===== src/rtl/bus_arbiter.sv =====
// Two-requester round-robin bus arbiter driving a registered 2:1 data mux.
// Optional hold-time preemption is enabled by defining BUS_ARBITER_TIMEOUT_EN.
module bus_arbiter #(
    parameter int inputWidth = 8,
    parameter int maxHold    = 15
) (
    input  logic                  clk,
    input  logic                  reset,
    input  logic                  req0,
    input  logic                  req1,
    input  logic [inputWidth-1:0] data0,
    input  logic [inputWidth-1:0] data1,
    output logic                  grant0,
    output logic                  grant1,
    output logic                  select,
    output logic [inputWidth-1:0] busOut,
    output logic                  busValid
);

    typedef enum logic [1:0] {IDLE, OWN0, OWN1} state_t;

    state_t state;
    state_t stateNext;
    logic   lastGrant;
    logic   entering;
    logic   preempt;

    if (maxHold < 1 || maxHold > 255) begin : g_bad_hold
        $error("bus_arbiter: maxHold must be in 1..255");
    end

    assign entering = (stateNext != state) && (stateNext != IDLE);

`ifdef BUS_ARBITER_TIMEOUT_EN
    localparam logic [7:0] holdLast = 8'(maxHold - 1);
    logic [7:0] holdCount;

    // Saturating at holdLast keeps preemption armed until the other side asks.
    assign preempt = (holdCount == holdLast);

    always_ff @(posedge clk) begin
        if (reset) begin
            holdCount <= 8'd0;
        end else if (entering) begin
            holdCount <= 8'd0;
        end else if (state != IDLE && holdCount != holdLast) begin
            holdCount <= holdCount + 8'd1;
        end
    end
`else
    assign preempt = 1'b0;
`endif

    always_comb begin
        // NOTE: default first so every path assigns stateNext and no latch is inferred.
        stateNext = state;
        case (state)
            IDLE: begin
                if (req0 && req1) stateNext = lastGrant ? OWN0 : OWN1;
                else if (req0)    stateNext = OWN0;
                else if (req1)    stateNext = OWN1;
            end
            OWN0: begin
                if (!req0 || (preempt && req1)) stateNext = req1 ? OWN1 : IDLE;
            end
            OWN1: begin
                if (!req1 || (preempt && req0)) stateNext = req0 ? OWN0 : IDLE;
            end
            default: stateNext = IDLE;
        endcase
    end

    // The mux output uses the select already registered, so data trails select by one edge.
    always_ff @(posedge clk) begin
        if (reset) begin
            state     <= IDLE;
            lastGrant <= 1'b1;
            select    <= 1'b0;
            busOut    <= '0;
            busValid  <= 1'b0;
        end else begin
            // NOTE: non-blocking so busOut sees the pre-edge select, not the one updated here.
            state    <= stateNext;
            busOut   <= select ? data1 : data0;
            busValid <= (state != IDLE);
            if (entering) begin
                lastGrant <= (stateNext == OWN1);
                select    <= (stateNext == OWN1);
            end
        end
    end

    assign grant0 = (state == OWN0);
    assign grant1 = (state == OWN1);

endmodule


===== config.mk =====
export PLATFORM = sky130hd
export DESIGN_NAME = bus_arbiter
export DESIGN_NICKNAME = d
export VERILOG_FILES = /design/src/rtl/bus_arbiter.sv
export SDC_FILE = /design/constraint.sdc
export NUM_CORES = 1
export LEC_CHECK = 0
export ABC_AREA = 1
export BUFFER_PORTS_ARGS = -buffer_cell sky130_fd_sc_hd__buf_2
export CAP_MARGIN = 10
export CORE_AREA = 2 2 39 41
export CTS_BUF_LIST = sky130_fd_sc_hd__clkbuf_8
export CTS_CLUSTER_DIAMETER = 200
export DETAILED_ROUTE_END_ITERATION = 16
export DIE_AREA = 0 0 41 43
export GPL_TIMING_DRIVEN = 0
export PLACE_DENSITY = 0.76
export SLEW_MARGIN = 20
export SYNTH_ARGS = -nofsm -noshare
export SYNTH_HDL_FRONTEND = slang
export SYNTH_SLANG_ARGS = --single-unit

===== constraint.sdc =====
create_clock -name clk -period 1.5 [get_ports clk]
set_input_delay 0.3 -clock clk [delete_from_list [all_inputs] [get_ports clk]]
set_output_delay 0.3 -clock clk [all_outputs]
set_load 0.005 [all_outputs]

* Word-level counts from Yosys, hierarchy flattened
Index checks and enable logic that the tools add are counted.
** Storage, ports and cells
- Flip-flop bits (word level) :: 13
- Bits of input ports :: 20
- Output and inout bits :: 12
** Operators by class
- Equality and inequality tests :: 4
- Multiplexer cells :: 10
- Reduce and logical (&&, ||, !) cells :: 5
** Operators with widths (count)
- 2-bit two-way mux :: 7
- 8-bit two-way mux :: 1
- 2-bit one-hot mux with 3 select lines :: 1
- 2-bit == test (second input constant) :: 2
- 2-bit nonzero test :: 2
- 2-bit by 1-bit == test with 1-bit output (second input constant) :: 1
- 1-bit logical AND :: 2
- 2-bit zero test :: 1
- 2-bit != test :: 1
- 1-bit two-way mux :: 1

* Depth between registers and ports, before layout
- Word-level depth :: 6
- Mapped depth :: 8

* Worst setup path after synthesis
Ideal clock, no wire load.
- Path type :: register -> register
- Start point :: reg state[0]
- End point :: reg lastGrant
- Library setup time :: 0.117 ns
- Arrival time :: 0.902 ns
- Setup slack :: 0.481 ns
- Stages on the path, launching flop included :: 8
- Buffers on the path :: 0
- Period minus slack after synthesis :: 1.019 ns
- Cells stage by stage :: dfxtp_1 > inv_1 > a21boi_0 > nand2_1 > nand2_1 > nand2_1 > a21oi_1 > nand2_1
** On the way
- Word-level cells in the longest chain between the ends :: 6
- Elaborated cells between the ends (all ways) :: 13
- Those cells by class :: 4 x eq/ne; 6 x mux; 3 x reduce/logical
** Ends and longest elaborated chain
- start, declared :: RTL line 22 : state_t state;
- start signal, assigned :: RTL line 83 : state <= stateNext;
- 2-bit two-way mux :: RTL line 61 : else if (req1) stateNext = OWN1;
- 2-bit two-way mux :: RTL line 60 : else if (req0) stateNext = OWN0;
- 2-bit two-way mux :: RTL line 59 : if (req0 && req1) stateNext = lastGrant ? OWN0 : OWN1;
- 2-bit one-hot mux with 3 select lines :: RTL line 57 : case (state)
- 2-bit != test or 2-bit nonzero test (tied branches) :: RTL line 32 : assign entering = (stateNext != state) && (stateNext != IDLE);
- 1-bit logical AND :: RTL line 32
- end signal, assigned :: RTL line 87 : lastGrant <= (stateNext == OWN1);
- end, declared :: RTL line 24 : logic lastGrant;
Parallel ways exist; a longest one is shown, timed or not.
A chain may end at the register's enable or synchronous reset.

* Final worst setup path
- Start point :: reg state[1]
- End point :: out grant1
** On the way
- Word-level cells in the longest chain between the ends :: 1
** Ends and longest elaborated chain
- 2-bit == test :: RTL line 94 : assign grant1 = (state == OWN1);
- end, declared :: RTL line 14 : output logic grant1,
Every way passes these cells.

==> reports/metrics.yaml <==
status: "complete, no violations"
maxCapViolations: 0
cp-end-kind: "output port"
postCtsSetupBuffers: 0
insertion_delay_ns: 0.23
wirelength_um: 1110
cp-start-kind: "register"
yosysUniqueCellTypes: 11
drc_errors: 0
p_seq_share_pct: 47.1
htree_levels: 1
drt_iter0_drc: 7
clockBufferDepth: 2
busiest_layer: "met2"
cp_max_fo: 5
synth_warnings: 0
hp-class: "in -> reg"
globalplace.congestion: 0.681
use_met2_pct: 24.7
clkPwrFrac_pct: 34.5
synth_seq_cells: 13
leakagePower_nw: 0.391
fp.dieH_um: 43
cts_sinks: 13
timing.final.max_slew_violations: 0
cts_hold_buf: 0
via_per_inst: 4.60
tightestPinTransition_ns: 0.235
synth_area_um2: 495
dpl_worst_slack_ns: 0.364
antenna_left: 0
drt_first_pass_iters: 4
ios: 32
die_x_um: 41
critical_path_class: "reg -> out"
rows: 14
powerDensity_mw_per_mm2: 1180
antenna_found_initial: 0
grt_overflow: 0
fin_ws_ns: 0.257
num_antenna_cells: 0
maxSlewHeadroom_pct: 84.3
max_freq_mhz: 805
start_util_pct: 35.8
cts_tree: "yes"
hold_viol: 0
p_comb_share_pct: 18.5
p_int_mw: 0.633
irDropWorstVdd_v: 0.000584
ctsResizeCount: 0
grt_max_degree: 11
fin_crit_ns: 1.24
grt_pass1_vias: 456
syn_nets: 86
cp_data_required_time_ns: 1.20
cts_made_buffers: 3
seq_area_frac_synth_pct: 52.5
detail_route.wl_per_cell_um: 9.46
nets: 122
path_clk_slew_ns: 0.05
vias: 538
gr-usage-met1_pct: 12.1
grt_use_met3_pct: 5.24
drive_above_1_share_pct: 37.6
port_buffers: 31
fin_setup_tns_ns: 0
finalCritPeriodShare_pct: 82.8
die_area_mm2: 0.00176
cts_root_buf: "clkbuf_8"
design.core.area_mm2: 0.00138
hpwl_um: 859
area_growth_pct: 44.4
worstPathArrival_ns: 0.94
syn_avg_cell_area_um2: 7.51
switching_power_mw: 0.208
rsz0062_at_grt: "false"
finalSetupViolations: 0
grt_pass1_wl_um: 1630
grtUsageTotal_pct: 13.9
clock_skew_ns: 0.000983
netlist_instances: 66
switching_share_pct: 24.7
-- cell usage in the layout, fill, tap and decap left out, drive strengths merged --
cell type,netlist,layout
buf,1,32
a21boi,2,2
inv,5,6
o21ai,8,8
clkbuf,0,3
a21oi,5,5
nor2,22,22
nand3,2,2
dfxtp,13,13
nand2,8,8
-- power groups by stage --
stage	Clock, mW	Combinational [mW]	Sequential [mW]
global placement	0	0.153	0.402
floorplan	0	0.0798	0.406
global route	0.316	0.178	0.400
finish	0.290	0.155	0.396
detailed placement	0	0.157	0.403
CTS	0.301	0.157	0.396
-- cell usage after synthesis --
cell type	count	area [um^2]
a21boi_0	1	7.51
a21boi_2	1	11.3
nor2_2	2	12.5
nand3_1	2	10.0
nor2_1	20	75.1
inv_1	5	18.8
dfxtp_1	13	260
o21ai_0	8	40.0
buf_2	1	5.00
nand2_1	8	30.0
a21oi_1	5	25.0
-- state kept, by name, summed over array words and instances, names as in the netlist --
signal / flops
busOut: 8
state: 2
busValid: 1
lastGrant: 1
select: 1
-- worst paths after layout --
path,slack (ns),startpoint,end,depth (start not counted)
worst min-delay path,0.28,data1[3],busOut[3]$_SDFF_PP0_,3
worst min register to register,0.48,lastGrant$_SDFFE_PP1P_,lastGrant$_SDFFE_PP1P_,2
worst max register to register,0.35,state[0]$_SDFF_PP0_,lastGrant$_SDFFE_PP1P_,7
worst max-delay path,0.26,state[1]$_SDFF_PP0_,grant1,3
-- cell type report --
type	count	area, um^2
Buffer	1	5.00
Fill cell	143	668
Sequential cell	13	260
Timing Repair Buffer	31	155
Inverter	5	18.8
Clock buffer	3	41.3
Tap cell	16	20.0
Clock inverter	1	3.75
Multi-Input combinational cell	47	211
-- critical path, cell delays in order (launching register included) --
cell and delay [ns]:
dfxtp_1 0.40, inv_1 0.10, nor2_1 0.09, buf_2 0.12
-- per-stage QoR --
stage	instances	instance area, um^2	total power, mW	utilization (%)	hold WS [ns]
5_1_grt	117	716	0.895	51.7	0.287
2_1_floorplan	66	495	0.486	-	0.369
3_3_place_gp	113	671	0.555	48.5	0.456
6_report	117	716	0.841	51.7	0.284
4_1_cts	117	716	0.854	51.7	0.280
3_5_place_dp	113	671	0.560	48.5	0.461
-- routing by layer --
metal	up-vias	routed length [um]	share of wire, %
met2	29	499	45
li1	278	-	-
met3	2	137	12
met4	0	8	0.72
met5	-	0	0
met1	229	461	42
-- cell families after synthesis --
| kind of cell | after synthesis | synth area share [%] |
|---|---|---|
| AO/OA/AOI/OAI | 15 | 16.9 |
| AND/OR/NAND/NOR | 32 | 25.8 |
| buffers and inverters | 6 | 4.80 |
| flip-flops | 13 | 52.5 |
Note: power is estimated with default switching activity, not from simulation.
